<file path="config.mk">
export PLATFORM = sky130hd
export DESIGN_NAME = logs_mixer_flat
export DESIGN_NICKNAME = d
export VERILOG_FILES = /design/src/rtl/logs_mixer_if.sv /design/src/rtl/logs_mixer.sv /design/src/flat_wrapper.sv
export SDC_FILE = /design/constraint.sdc
export NUM_CORES = 1
export LEC_CHECK = 0
export CAP_MARGIN = 15
export CORE_ASPECT_RATIO = 1.25
export CORE_MARGIN = 2
export CORE_UTILIZATION = 33
export DETAILED_ROUTE_END_ITERATION = 7
export GPL_TIMING_DRIVEN = 0
export MAX_ROUTING_LAYER = met4
export SYNTH_ARGS = -nofsm -noshare
export SYNTH_HDL_FRONTEND = slang
export SYNTH_SLANG_ARGS = --single-unit
</file>
<file path="constraint.sdc">
create_clock -name clk -period 15 [get_ports clk]
set_clock_uncertainty 0.05 [all_clocks]
set_input_delay 1.5 -clock clk [delete_from_list [all_inputs] [get_ports clk]]
set_output_delay 1.5 -clock clk [all_outputs]
set_load 0.02 [all_outputs]
</file>
<file path="src/rtl/logs_mixer_if.sv">
// Voice bus between the NCO bank/gate logic (master) and the mixer (slave):
// square waves, gates and step strobe in, enveloped level and PDM bit out.
interface logs_mixer_if #(
  parameter int V  = 8,
  parameter int EW = 4
);
  localparam int SW = EW + $clog2(V);

  logic          step;
  logic [V-1:0]  snd_in;
  logic [V-1:0]  gate;
  logic [SW-1:0] level;
  logic          pdm;

  modport master (output step, snd_in, gate, input level, pdm);
  modport slave  (input step, snd_in, gate, output level, pdm);
endinterface

</file>
<file path="src/rtl/logs_mixer.sv">
// Per-voice linear attack/release envelopes, enveloped sum and 1-bit sigma-delta.
// Latency: env/snd_in edge t -> level at t+1 -> pdm at t+2; no backpressure.
module logs_mixer #(
  parameter int V       = 8,
  parameter int EW      = 4,
  parameter int ENV_DIV = 4
) (
  input  logic         clk,
  input  logic         reset,
  logs_mixer_if.slave  bus
);
  localparam int SW = EW + $clog2(V);
  localparam int PW = (ENV_DIV > 1) ? $clog2(ENV_DIV) : 1;
  localparam logic [EW-1:0] ENV_MAX = {EW{1'b1}};

  logic [PW-1:0] presc_q, presc_d;
  logic          tick;
  logic [EW-1:0] env_q [V];
  logic [EW-1:0] env_d [V];
  logic [SW-1:0] level_q, level_d;
  logic [SW-1:0] acc_q;
  logic [SW:0]   acc_sum;
  logic          pdm_q;

  assign tick = bus.step && (presc_q == PW'(ENV_DIV - 1));

  always_comb begin
    presc_d = presc_q;
    if (tick)          presc_d = '0;
    else if (bus.step) presc_d = presc_q + 1'b1;
  end

  // Envelopes saturate at both ends; only the tick moves them.
  always_comb begin
    for (int v = 0; v < V; v++) begin
      env_d[v] = env_q[v];
      if (tick) begin
        if (bus.gate[v] && env_q[v] != ENV_MAX) env_d[v] = env_q[v] + 1'b1;
        else if (!bus.gate[v] && env_q[v] != '0) env_d[v] = env_q[v] - 1'b1;
      end
    end
  end

  always_comb begin
    level_d = '0;
    for (int v = 0; v < V; v++) begin
      if (bus.snd_in[v]) level_d = level_d + SW'(env_q[v]);
    end
  end

  // Carry out of the phase accumulator is the PDM bit; duty = level / 2^SW.
  assign acc_sum = {1'b0, acc_q} + {1'b0, level_q};

  always_ff @(posedge clk) begin
    if (reset) begin
      presc_q <= '0;
      for (int v = 0; v < V; v++) env_q[v] <= '0;
      level_q <= '0;
      acc_q   <= '0;
      pdm_q   <= 1'b0;
    end else begin
      presc_q <= presc_d;
      for (int v = 0; v < V; v++) env_q[v] <= env_d[v];
      level_q <= level_d;
      acc_q   <= acc_sum[SW-1:0];
      pdm_q   <= acc_sum[SW];
    end
  end

  assign bus.level = level_q;
  assign bus.pdm   = pdm_q;
endmodule

</file>
<file path="src/flat_wrapper.sv">
// flat-port wrapper written by rule: the top's interface ports become plain ports
module logs_mixer_flat 
#(
  parameter int V       = 8,
  parameter int EW      = 4,
  parameter int ENV_DIV = 4
)
  (clk, reset, bus_step, bus_snd_in, bus_gate, bus_level, bus_pdm);
  logs_mixer_if #(.V(V), .EW(EW)) bus_i ();
  input  logic clk;
  input  logic reset;
  input wire logic [$bits(bus_i.step)-1:0] bus_step;
  input wire logic [$bits(bus_i.snd_in)-1:0] bus_snd_in;
  input wire logic [$bits(bus_i.gate)-1:0] bus_gate;
  output wire logic [$bits(bus_i.level)-1:0] bus_level;
  output wire logic [$bits(bus_i.pdm)-1:0] bus_pdm;
  assign bus_i.step = bus_step;
  assign bus_i.snd_in = bus_snd_in;
  assign bus_i.gate = bus_gate;
  assign bus_level = bus_i.level;
  assign bus_pdm = bus_i.pdm;
  logs_mixer #(.V(V), .EW(EW), .ENV_DIV(ENV_DIV)) u_core (.clk(clk), .reset(reset), .bus(bus_i));
endmodule
</file>
# Word level (Yosys, flattened, before mapping)
# Memories as Yosys holds them, arrays and structs flattened.
# Index checks and enable logic that the tools add are counted.
# totals
regBits,17
ram_bits,32
input_bits,19
output_inout_bits,8
wordCells,124
mem_count,1
# mem_list
memory,depth,word_bits,read_ports,rd_clocked_by_memory_dff,wr,line_no,rtl
u_core.env_q,8,4,8,0,8,logs_mixer.sv:18,logic [EW-1:0] env_q [V];
# classes
n_addsub,25
n_eq_ne,9
muxes,43
bitwise,8
n_reduce_logical,34
# ops
op,count
2-to-1 mux 4 bit,33
2-to-1 mux 7 bit,7
adder 7 x 4 -> 7 bit,6
adder 4 x 1 -> 4 bit (second input constant),8
!= test 4 bit (second input constant),8
nonzero test 4 bit,8
subtractor 4 x 1 -> 4 bit (second input constant),8
logical AND 1 bit,17
adder 7 x 7 -> 8 bit,1
zero test 1 bit,8
OR 1 bit,8
adder 4 x 4 -> 5 bit,1
2-to-1 mux 1 bit,3
adder 2 x 1 -> 2 bit (second input constant),1
== test 2 bit (second input constant),1
OR reduction 2 bit,1

# Logic depth before layout (Yosys ltp)
# Gate-level depths: netlist (run 1).
# An unclocked memory read counts as a cell.
# logic_depth
ltp_word,16
ltp_mapped,32
mapped_depth_nobuf,32

# Worst setup path before layout (run 1)
# Ideal clock, no wire load.
# synth_timing
path_type,input-to-reg
startpoint,input bus_snd_in[0]
endpoint,register u_core.level_q[6] (netlist: u_core.bus.level[6])
setup_time_ns,0.132
arrival_time_ns,7.272
required_ns,14.818
slack_ns,7.547
path_stages,30
n_path_buf,0
path_cell_list,and2_4 ha_1 inv_1 fa_1 mux2i_1 inv_1 fa_1 xnor2_1 mux2_2 ha_1 xor2_1 mux2_2 ha_1 xor2_1 mux2_2 ha_1 nor2b_1 nor2_1 xnor2_1 mux2i_1 inv_1 ha_1 o21a_1 o21a_1 a21boi_0 o22ai_1 or2_2 a21oi_1 o22a_1 nor3_1
# synth_via
elab_chain_len,15
# synth_lines
element,line_no,rtl
start: declaration,flat_wrapper.sv:13,input wire logic [$bits(bus_i.snd_in)-1:0] bus_snd_in;
2-to-1 mux 4 bit *,logs_mixer.sv:47,if (bus.snd_in[v]) level_d = level_d + SW'(env_q[v]);
adder 4 x 4 -> 5 bit,logs_mixer.sv:47,
2-to-1 mux 7 bit *,logs_mixer.sv:47,
adder 7 x 4 -> 7 bit,logs_mixer.sv:47,
2-to-1 mux 7 bit *,logs_mixer.sv:47,
adder 7 x 4 -> 7 bit,logs_mixer.sv:47,
2-to-1 mux 7 bit *,logs_mixer.sv:47,
adder 7 x 4 -> 7 bit,logs_mixer.sv:47,
2-to-1 mux 7 bit *,logs_mixer.sv:47,
adder 7 x 4 -> 7 bit,logs_mixer.sv:47,
2-to-1 mux 7 bit *,logs_mixer.sv:47,
adder 7 x 4 -> 7 bit,logs_mixer.sv:47,
2-to-1 mux 7 bit *,logs_mixer.sv:47,
adder 7 x 4 -> 7 bit,logs_mixer.sv:47,
2-to-1 mux 7 bit *,logs_mixer.sv:47,
end signal: assignment,logs_mixer.sv:64,level_q <= level_d;
end: declaration,logs_mixer.sv:20,"logic [SW-1:0] level_q, level_d;"
# Mark *: on every way between the ends. The rest lies on a longest branch, timed or not.
# A chain may end at the register's enable or synchronous reset.

# Worst setup path in the final report (run 1)
# Ends and elaborated chain as after synthesis.

==> results of run 1 <==
-- area by class of cell --
type	count	area (um2)	area share, %
plain buffers	21	110.1	2.231
repair buffers	19	190.2	3.853
clock buffers	5	125.1	2.535
well taps	171	214.0	4.335
flip-flops and latches	49	980.9	19.87
inverters	18	67.56	1.369
clock inverters	3	21.27	0.4309
multi-input cells	408	3227	65.37
-- per-layer routing --
layer | track usage (%) | part of all wire, % | up-vias
li1 | - | - | 1813
met1 | 16.30 | 44 | 1716
met2 | 27.39 | 54 | 24
met3 | 1.478 | 1.3 | 6
met4 | 3.608 | 1.2 | 0
met5 | - | 0 | -
-- worst max-delay path: cells and delay by family --
kind,cells,cell delay (ps)
XOR/XNOR,5,870
buffers and inverters,4,790
adder cells (fa/ha/maj),7,2330
multiplexers,5,1390
AO/OA/AOI/OAI,4,800
AND/OR/NAND/NOR,6,710
-- per-stage QoR --
step / worst slack (ps) / instances / hold slack, ps
2_1_floorplan: 7547 / 496 / 412.6
3_3_place_gp: 6510 / 686 / 433.0
3_5_place_dp: 6405 / 686 / 466.9
4_1_cts: 6690 / 694 / 483.7
5_1_grt: 6212 / 694 / 502.1
6_report: 6716 / 694 / 465.2
-- logic make-up (layout without fill, tap and decap cells) --
kind of cell	count (synthesis)	in the layout	synth area share (%)
simple gates	144	144	15.86
compound gates	109	109	16.15
fa+ha+maj	69	69	22.43
xor+xnor	57	57	11.56
flops	49	49	22.37
buf+inv	39	66	4.051
mux	29	29	7.589
-- cell usage after synthesis, drive strengths merged, types with 4 or more instances --
cell type,n,share of area [%]
mux2i,13,3.0
o21ai,23,2.6
xnor2,43,8.8
nor2b,12,1.7
a211oi,13,2.2
nor3,7,0.80
nor2,50,4.3
buf,6,1.2
dfxtp,49,22
nand4,9,1.3
mux2,16,4.6
nor4,11,1.6
xor2,14,2.8
a21oi,27,3.1
inv,18,1.5
a21o,19,3.3
fa,16,7.3
and3,12,1.7
clkbuf,15,1.3
o21a,9,1.5
nand2,30,2.6
nand3,4,0.46
nand2b,4,0.57
ha,53,15
-- registers in the layout (all words and copies together), names as in the netlist --
name	cells
u_core.env_q	32
u_core.bus.level	7
u_core.presc_q	2
u_core.bus.pdm	1
u_core.acc_q	7
-- power by group through the flow --
| stage | logic (mW) | clock network [mW] | registers [mW] |
|---|---|---|---|
| CTS | 0.0445 | 0.119 | 0.135 |
| detailed placement | 0.0440 | 0 | 0.138 |
| finish | 0.0437 | 0.116 | 0.135 |
| global placement | 0.0425 | 0 | 0.138 |
| floorplan | 0.0302 | 0 | 0.138 |
| global route | 0.0492 | 0.124 | 0.135 |
-- path summary, 6_finish.rpt --
path,startpoint,end,slack (ps),depth (start not counted)
hold reg to reg,u_core.presc_q[1],u_core.presc_q[1],470,2
hold / removal,u_core.presc_q[1],u_core.presc_q[1],470,2
setup / recovery,bus_snd_in[0],u_core.bus.level[6],6720,31
setup reg to reg,u_core.env_q[0][0],u_core.bus.level[6],7970,30
-- placed cells by master (no fill, tap or decap), types with 2 or more instances in the layout --
master	Yosys	routed
ha_1	53	53
nor2_1	49	49
dfxtp_1	49	49
xnor2_1	42	42
nand2_1	30	30
a21oi_1	27	27
o21ai_0	22	22
clkdlybuf4s50_1	0	19
inv_1	18	18
a21o_1	18	18
fa_1	16	16
clkbuf_1	15	15
xor2_1	14	14
mux2i_1	13	13
a211oi_1	13	13
nor2b_1	12	12
and3_1	12	12
nor4_1	11	11
mux2_2	10	10
o21a_1	9	9
nand4_1	9	9
nor3_1	7	7
mux2_4	6	6
clkbuf_16	0	5
nand2b_1	4	4
nand3_1	4	4
buf_6	3	3
o22ai_1	3	3
buf_4	2	2
o31a_1	2	2
a211o_1	2	2
a32oi_1	2	2
a21boi_0	2	2
==> impl_metrics.yaml, run 1 <==
run_status:
  status: "completed"
place:
  dp_hpwl_um: 7542
  placed_cell_area_um2: 4790
  portBuffers: 19
  gp_congestion: 0.7996
worst_setup_path:
  critPathMaxFanout: 4
  max_stage_delay_ps: 550
  cp_slowest_cell: "clkdlybuf4s50_1"
  cp-end-kind: "flip-flop"
  required_ps: 15100
  critPathKind: "primary input to flip-flop"
  startpoint_type: "primary input"
  crit_top_cell: "ha_1"
  critical_path_arrival_ps: 8380
floorplan:
  die_width_um: 107.1
  dieArea_um2: 14230
  start_util_pct: 33.44
  io_pins: 27
  core_area_um2: 13110
  die_h_um: 132.9
  fp-row-count: 47
drt:
  drc: 0
  ant_nets: 0
  vias_per_cell: 5.128
  drt-initial-drc-count: 152
  drt-pass1-iter-count: 5
  wl_um: 9616
  wire_per_inst_um: 13.86
  via_count: 3559
synth:
  ys.flop_type: "dfxtp_1"
  synth_cell_types: 48
  avgSynthCellArea_um2: 8.842
  ys_warn_count: 0
  ys_seq_area_share_pct: 22.37
  ys_async_sr_fraction_pct: 0
  syn_area_um2: 4385
  synth_edf_count: 0
  ys_ff_latch: 49
  syn_inst: 496
  syn_nets: 584
sta:
  post-route-period-util_pct: 55.23
  hold_viol: 0
  setup_violations: 0
  timing.fmax_mhz: 120.7
  tns_ps: 0
  tightest_slew_ps: 758.5
  fin_crit_ps: 8284
  rsz0062_at_grt: "false"
  slew_viol_final: 0
  relSlewSlack_pct: 49.44
finish:
  final_cell_area_um2: 4936
  nets: 610
  area.growth.synth_to_final_pct: 12.55
  drive_above_1_share_pct: 6.692
  diodes: 0
  utilization_pct: 37.64
  num-fill-cells: 1322
grt:
  grt_overflow: 0
  grt_max_degree: 17
  grt_pass1_wl_um: 16510
  antenna_found_initial: 0
  grt_pass1_vias: 3599
  grtUsageTotal_pct: 14.61
cts:
  ctsRootBufferMaster: "clkbuf_16"
  cts_max_level: 2
  cts.sink_count: 49
  ctsResizeCount: 0
  cts_buffer_depth: 2
  numCtsBuffers: 5
  cts_hold_buf: 0
  cts_tree: "built"
  insertion_delay_ps: 290
  postCtsSetupRepairBufs: 0
  clkTransAtPathRegs_ps: 70
power_and_ir_drop:
  p_per_area_nw_per_um2: 59.59
  p_clk_share_pct: 39.3
  pwr-share-comb_pct: 14.9
  leakage_nw: 2.219
  intPower_mw: 0.2151
  switching_power_mw: 0.07906
  irDropWorstVdd_mv: 0.04726
  p_seq_share_pct: 45.8
  power.share.switching_pct: 26.88
  power_mw: 0.2941
flow_run:
  maxCapViolCount: 0
min_path:
  hp-class: "flip-flop to flip-flop"
Power figures use the tool's default switching activity.
==> inputs of run 2 (changes only) <==
==> constraint.sdc (replaced) <==
create_clock -name clk -period 7.3 [get_ports clk]
set_clock_uncertainty 0.05 [all_clocks]
set_input_delay 0.73 -clock clk [delete_from_list [all_inputs] [get_ports clk]]
set_output_delay 0.73 -clock clk [all_outputs]
set_load 0.02 [all_outputs]
==> impl_metrics.yaml, run 2 (synthesis results as in run 1) <==
sta:
  tightest_slew_ps: 761.9
  post-route-period-util_pct: 95.30
  hold_viol: 0
  timing.fmax_mhz: 143.7
  tns_ps: 0
  hold_slack_ps: 465.0
  fin_crit_ps: 6957
  relSlewSlack_pct: 49.21
  slew_viol_final: 0
  setup_violations: 0
run_status:
  status: "completed"
floorplan:
  start_util_pct: 33.44
  fp-row-count: 47
  dieArea_um2: 14230
  core_area_um2: 13110
  die_width_um: 107.1
  die_h_um: 132.9
  io_pins: 27
min_path:
  hp-class: "flip-flop to flip-flop"
grt:
  antenna_found_initial: 0
  grt_overflow: 0
  grtUsageTotal_pct: 14.78
  grt_pass1_vias: 3640
  grt_pass1_wl_um: 16700
  grt_max_degree: 17
worst_setup_path:
  critPathKind: "primary input to flip-flop"
  cp-end-kind: "flip-flop"
  startpoint_type: "primary input"
  critical_path_arrival_ps: 7120
  required_ps: 7460
  critPathMaxFanout: 4
finish:
  most-common-layout-cells: "nor2_1 (49), dfxtp_1 (49), ha_1 (48), xnor2_1 (42), nand2_1 (30)"
  num-fill-cells: 1301
  area.growth.synth_to_final_pct: 16.01
  nets: 617
  final_cell_area_um2: 5087
  drive_above_1_share_pct: 10.57
  diodes: 0
  stdcell_count: 701
  top_register: "u_core.env_q"
  largest_reg_flops: 32
power_and_ir_drop:
  power_mw: 0.6122
  irDropWorstVdd_mv: 0.09769
  leakage_nw: 2.240
  p_per_area_nw_per_um2: 120.3
drt:
  wire_per_inst_um: 13.99
  wl_um: 9808
  drc: 0
  drt-pass1-iter-count: 4
  ant_nets: 0
  drt-initial-drc-count: 157
  vias_per_cell: 5.146
  via_count: 3607
flow_run:
  maxCapViolCount: 0
cts:
  cts_buffer_depth: 2
  numCtsBuffers: 5
  clkTransAtPathRegs_ps: 70
  insertion_delay_ps: 290
  ctsRootBufferMaster: "clkbuf_16"
  cts_max_level: 2
  cts_hold_buf: 0
  cts_tree: "built"
  cts.sink_count: 49
place:
  placed_cell_area_um2: 4790
  dp_hpwl_um: 7542
  dp.cells: 686
  gp_congestion: 0.7996
  portBuffers: 19
## run 2: final cells by class
cell class / count / area (um2) / share of cell area, %
Multi-Input combinational cell: 408 / 3327 / 65.40
Sequential cell: 49 / 980.9 / 19.28
Timing Repair Buffer: 26 / 241.5 / 4.747
Tap cell: 171 / 214.0 / 4.206
Clock buffer: 5 / 125.1 / 2.459
Buffer: 21 / 110.1 / 2.164
Inverter: 18 / 67.56 / 1.328
Clock inverter: 3 / 21.27 / 0.4181
## run 2: worst paths after layout
kind,startpoint,cells after the start,end,slack [ps]
worst min register to register,u_core.presc_q[1],2,u_core.presc_q[1],460
worst max-delay path,bus_snd_in[0],27,u_core.bus.level[6],340
worst min-delay path,u_core.presc_q[1],2,u_core.presc_q[1],460
worst max register to register,u_core.env_q[0][0],26,u_core.bus.level[6],580
## run 2: what timing repair did
item | CTS | global route
pin swaps | 0 | 1
buffers inserted | 7 | 0
gates resized for setup | 5 | 12
gates cloned | 0 | 0
endpoints found under the setup margin | 4 | 3
## run 2: metrics by stage
step | worst slack, ps | util [%]
after floorplan | 616.7 | -
after global placement | -420.3 | 36.52
after detailed placement | -524.9 | 36.52
after CTS | 241.2 | 38.11
after global routing | -5.626 | 38.79
final | 343.1 | 38.79
## run 2: worst max-delay path: stages
cell,delay [ps]
dlygate4sd2_1,280
and2_4,170
ha_1,180
inv_1,70
fa_1,420
mux2i_2,220
inv_1,90
fa_1,510
nand2_1,50
o21a_1,140
fa_1,450
mux2_2,320
fa_1,460
mux2_2,320
fa_1,500
mux2_2,170
inv_1,60
fa_1,430
xnor2_1,140
mux2_2,310
ha_4,300
a21o_1,130
a21oi_1,70
nor2b_1,160
nand2_1,90
o22a_1,170
nor3_1,170
## run 2: metal layers
| layer | track usage, % | share of wire [%] | vias to the layer above |
|---|---|---|---|
| li1 | - | - | 1831 |
| met1 | 16.43 | 43 | 1733 |
| met2 | 27.53 | 54 | 32 |
| met3 | 1.576 | 1.7 | 11 |
| met4 | 4.040 | 1.7 | 0 |
| met5 | - | 0 | - |
## run 2: where the power goes
group | leakage (nW) | internal [mW] | switching, mW
clock network | 0.0702 | 0.128 | 0.110
registers | 0.396 | 0.273 | 0.00447
logic | 1.77 | 0.0465 | 0.0506
==> RTL edit 1 (config.mk and constraints of run 2) <==
`V` is set to 8 in 3 places; all go to 4.
--- a/src/rtl/logs_mixer_if.sv
+++ b/src/rtl/logs_mixer_if.sv
@@ -1,7 +1,7 @@
 // Voice bus between the NCO bank/gate logic (master) and the mixer (slave):
 // square waves, gates and step strobe in, enveloped level and PDM bit out.
 interface logs_mixer_if #(
-  parameter int V  = 8,
+  parameter int V  = 4,
   parameter int EW = 4
 );
   localparam int SW = EW + $clog2(V);
--- a/src/rtl/logs_mixer.sv
+++ b/src/rtl/logs_mixer.sv
@@ -1,7 +1,7 @@
 // Per-voice linear attack/release envelopes, enveloped sum and 1-bit sigma-delta.
 // Latency: env/snd_in edge t -> level at t+1 -> pdm at t+2; no backpressure.
 module logs_mixer #(
-  parameter int V       = 8,
+  parameter int V       = 4,
   parameter int EW      = 4,
   parameter int ENV_DIV = 4
 ) (
--- a/src/flat_wrapper.sv
+++ b/src/flat_wrapper.sv
@@ -1,7 +1,7 @@
 // flat-port wrapper written by rule: the top's interface ports become plain ports
 module logs_mixer_flat 
 #(
-  parameter int V       = 8,
+  parameter int V       = 4,
   parameter int EW      = 4,
   parameter int ENV_DIV = 4
 )
Interface: changed (resized bus_gate, bus_level and bus_snd_in); port bits go from 27 to 18. No check against the original RTL was run, so the function may have changed too.
==> RTL edit 1 against run 2 <==
Routed wire length fell by 53%; total power shrank 40%; highest routed layer unchanged; clock power is 37% lower; largest cell class unchanged; final area decreased by 48%; critical path depth down 9; maximum frequency up 56%; sequential power fell by 36%; sequential cell count down 18; synthesized cell count fell by 48%; worst setup slack better by 2.5 ns; synthesized area is 47% lower; register-to-register slack improved by 2.8 ns; first-iteration DRC count down 61%.
==> RTL edit 1: results (changes against run 2) <==
[clock_network]
post_cts_buffers = 0  ; -7
numCtsBuffers = 5  ; unchanged
clockBufferDepth = 2  ; unchanged
clockRootBuffer = clkbuf_8
cts_resized = 0  ; -5

[setup_path]
worstPathArrival_ns = 4.58  ; -2.54 ns
crit_fanout = 4  ; unchanged
slowest_stage = clkdlybuf4s50_1
cpPeakStageDelay_ns = 0.54  ; +0.03 ns

[drt]
first_iter_violations = 62  ; -61%
drt-total-wl_um = 4590  ; -53%
via_per_inst = 4.96  ; -3.5%

[logic_synthesis]
synth_area_leaders = dfxtp_1, ha_1, xnor2_1
synth.distinct_cells = 49  ; +2.1%
synth_top_area_share_pct = 26.8  ; +4.5 points
avgSynthCellArea_um2 = 9.03  ; +2.2%
yosysWarnings = 0  ; unchanged
ys_top_cells_by_count = dfxtp_1, ha_1, nor2_1
ys_seq_area_share_pct = 26.8  ; +4.5 points
synthesis.nets = 302  ; -48%

[cells_and_area]
final_cells = 368  ; -48%
drive_gt1_share_pct = 11.2  ; +0.59 points
final_net_count = 323  ; -48%

[timing]
worst_pin_slew_ns = 0.572  ; -0.190 ns
fmax_mhz = 225  ; +56%

[placed_design]
place_area_um2 = 2560  ; -46%
gp_congestion = 0.792  ; -0.93%
place_ws_ns = 2.55  ; +3.07 ns
hpwl_um = 3600  ; -52%
place_inst = 360  ; -48%
io_buffers = 14  ; -5

[power]
irDropWorstVdd_uv = 62.1  ; -36%
p_leak_nw = 1.12  ; -50%

[grt]
grt_pass1_vias = 1789  ; -51%
track_usage_pct = 13.6  ; -1.2 points
grt_max_degree = 11  ; -6

[run_status]
status = completed

-- RTL edit 1: cell types whose count changed after synthesis, moves of 11 or more --
cell,before,now
and3_1,12,0
xor2_1,14,2
dfxtp_1,49,31
o21ai_0,22,5
nor4_1,11,0
clkbuf_1,15,2
a21o_1,18,7
ha_1,53,27
xnor2_1,42,19
nand2_1,30,18
nor2_1,49,27
-- RTL edit 1: layout make-up --
cell class              count  area, µm²
clock buffers               8        100
well taps                  90        113
multi-input cells         198       1580
inverters                  20       75.1
fillers                   721       4230
flip-flops and latches     31        621
plain buffers               7       40.0
repair buffers             14        140
-- RTL edit 1: cell families after synthesis --
| kind of cell | share of synthesized area [%] |
|---|---|
| AND/OR/NAND/NOR | 13.1 |
| AO/OA/AOI/OAI | 18.8 |
| adder cells (fa/ha/maj) | 22.5 |
| flip-flops | 26.8 |
| buffers and inverters | 4.98 |
| XOR/XNOR | 8.66 |
| multiplexers | 5.09 |
-- RTL edit 1: power by group --
part / switching [mW] / total [mW] / leakage (nW) / internal (mW)
registers: 0.00294 / 0.176 / 0.251 / 0.173
logic: 0.0230 / 0.0415 / 0.813 / 0.0186
clock network: 0.0640 / 0.150 / 0.0515 / 0.0860
total: 0.0899 / 0.368 / 1.12 / 0.278
-- RTL edit 1: path summary, 6_finish.rpt --
path,start,to,slack [ns],cells after the start
setup / recovery,bus_snd_in[0],u_core.bus.level[5],2.85,18
hold / removal,u_core.presc_q[1],u_core.presc_q[1],0.43,2
setup reg to reg,u_core.env_q[0][0],u_core.bus.level[5],3.34,17
hold reg to reg,u_core.presc_q[1],u_core.presc_q[1],0.43,2
-- RTL edit 1: per-layer routing --
layer	global-route usage (%)	vias to the layer above	wire, µm
met2	24.0	22	2380
li1	-	937	-
met1	15.1	858	1980
met5	-	-	0
met3	2.23	10	112
met4	5.44	0	111
==> RTL edit 2 (config.mk and constraints of run 2) <==
Made on the original files. Make the reset (`reset`) asynchronous in one clocked block.
--- a/src/rtl/logs_mixer.sv
+++ b/src/rtl/logs_mixer.sv
@@ -51,7 +51,7 @@
   // Carry out of the phase accumulator is the PDM bit; duty = level / 2^SW.
   assign acc_sum = {1'b0, acc_q} + {1'b0, level_q};
 
-  always_ff @(posedge clk) begin
+  always_ff @(posedge clk or posedge reset) begin
     if (reset) begin
       presc_q <= '0;
       for (int v = 0; v < V; v++) env_q[v] <= '0;
Check against the original RTL: differs if reset is asserted again (counterexample within 10 cycles, from zero or initial values and one cycle with reset high); with reset held inactive, the same outputs for 10 cycles.
==> RTL edit 2 against run 2 <==
Routed wire length is 0.94% lower; synthesized area rose by 3.0%; final area up 9.3%; sequential cell count is the same; die area grew 2.9%; worst setup slack got worse by 0.25 ns; critical path type unchanged; largest cell class unchanged.
Power is not shown: default switching activity piles up to over one toggle a cycle in this logic, so the estimate is an artifact.
==> RTL edit 2: results (changes against run 2) <==
[drt]
wl_per_cell_um = 14.0  ; +0.35%
wirelength_met1_um = 4220  ; about the same
dr_wl_met2_um = 5180  ; -1.3%
first_iter_violations = 87  ; -45%
firstDrtPassIters = 4  ; unchanged
dr_wl_met3_um = 167  ; +0.60%
topRoutingLayerUsed = met4
vias = 3572  ; -0.97%
postRouteAntennaNets = 0  ; unchanged

[cells_and_area]
final_cells = 692  ; -1.3%
final_net_count = 609  ; -1.3%
n_antenna_cell = 0  ; unchanged
drive_gt1_share_pct = 19.8  ; +9.2 points
top_register = u_core.env_q
largest_reg_flops = 32  ; unchanged
fill_cells = 1298  ; -0.23%

[clock_network]
clkSlewWorstSetupHoldPaths_ns = 0.07  ; about the same
numCtsBuffers = 5  ; unchanged
htree_levels = 2  ; unchanged
clockRootBuffer = clkbuf_16
clockBufferDepth = 2  ; unchanged
clk-insertion-delay-late_ns = 0.29  ; about the same

[logic_synthesis]
ys_seq_area_share_pct = 27.1  ; +4.8 points
synth-main-ff-cell = dfrtp_1
synth.distinct_cells = 54  ; +13%
yosysWarnings = 0  ; unchanged
synth_area_leaders = dfrtp_1, ha_1, xnor2_1
avgSynthCellArea_um2 = 9.59  ; +8.5%
synthesis.nets = 559  ; -4.3%
synth-async-reset-ratio_pct = 100  ; +100 points
ys_top_cells_by_count = ha_1, dfrtp_1, xnor2_1

[grt]
antenna_found_initial = 0  ; unchanged
grt_pass1_wl_um = 16600  ; -0.70%
grt_max_degree = 29  ; +12
track_usage_pct = 14.3  ; -0.45 points

[setup_path]
cpPeakStageDelay_ns = 0.54  ; +0.03 ns
slowest_stage = fa_2
worstPathArrival_ns = 7.37  ; +0.25 ns
crit_fanout = 5  ; +1

[timing]
slew_violations = 0  ; unchanged
relSlewSlack_pct = 48.2  ; -1.0 points

[worst_hold_path]
hold_class = register to register

[placed_design]
place_area_um2 = 5080  ; +6.1%
hpwl_um = 7360  ; -2.4%
place_inst = 667  ; -2.8%
gp_congestion = 0.788  ; -1.5%
io_buffers = 24  ; +5
place_ws_ns = -1.10  ; -0.570 ns

[run]
drv_cap = 0  ; unchanged

[run_status]
status = completed

==> RTL edit 2: layer usage <==
metal	vias to the layer above	track usage [%]
met5	-	-
met4	0	3.77
met3	13	1.93
met2	38	25.5
met1	1731	16.9
li1	1790	-
==> RTL edit 2: through the flow <==
stage	setup TNS, ns	hold WS (ns)
2_1_floorplan	0	0.393
3_3_place_gp	-2.20	0.403
3_5_place_dp	-2.59	0.410
4_1_cts	0	0.426
5_1_grt	-0.144	0.453
6_report	0	0.422
==> RTL edit 2: area by class of cell <==
cell class	instances	area (µm²)	area share [%]
Multi-Input combinational cell	387	3430	61.8
Sequential cell	49	1230	22.1
Timing Repair Buffer	43	403	7.24
Tap cell	171	214	3.85
Clock buffer	6	139	2.50
Inverter	21	78.8	1.42
Buffer	14	57.6	1.03
Clock inverter	1	7.51	0.135
==> RTL edit 2: path summary, 6_finish.rpt <==
| check | slack [ns] | start | cells after the start | endpoint |
|---|---|---|---|---|
| max | 0.09 | bus_snd_in[0] | 32 | u_core.bus.level[6] |
| min in group asynchronous | 0.74 | reset | 2 | u_core.acc_q[3] |
| max reg2reg | 0.15 | u_core.env_q[28] | 31 | u_core.bus.level[6] |
| min | 0.42 | u_core.acc_q[0] | 1 | u_core.acc_q[0] |
| min reg2reg | 0.42 | u_core.acc_q[0] | 1 | u_core.acc_q[0] |
| max in group asynchronous | 5.93 | reset | 3 | u_core.env_q[28] |
==> RTL edit 2: worst max-delay path: cells and delay by family <==
kind                       cells  cell delay, ns
AOI/OAI and AO/OA              8            1.26
adders and majority gates      8            3.19
buffers and inverters          5            0.30
muxes                          3            0.75
and+or+nand+nor                8            1.07
==> RTL edit 2: cell families after synthesis <==
| family | Yosys count | synth area share (%) |
|---|---|---|
| AOI/OAI and AO/OA | 121 | 17.0 |
| xor gates and xnor gates | 59 | 12.5 |
| adders and majority gates | 69 | 21.8 |
| buffers and inverters | 35 | 3.02 |
| DFF | 49 | 27.1 |
| muxes | 21 | 5.21 |
| and+or+nand+nor | 117 | 13.3 |
==> RTL edit 2: repair_timing <==
| action | 4_1_cts | 5_1_grt |
|---|---|---|
| setup buffers | 12 | 6 |
| endpoints found under the hold margin | 0 | 0 |
| pin swaps | 9 | 27 |
| gates resized for setup | 14 | 31 |
| cloned | 0 | 0 |
| setup endpoints to repair | 3 | 2 |
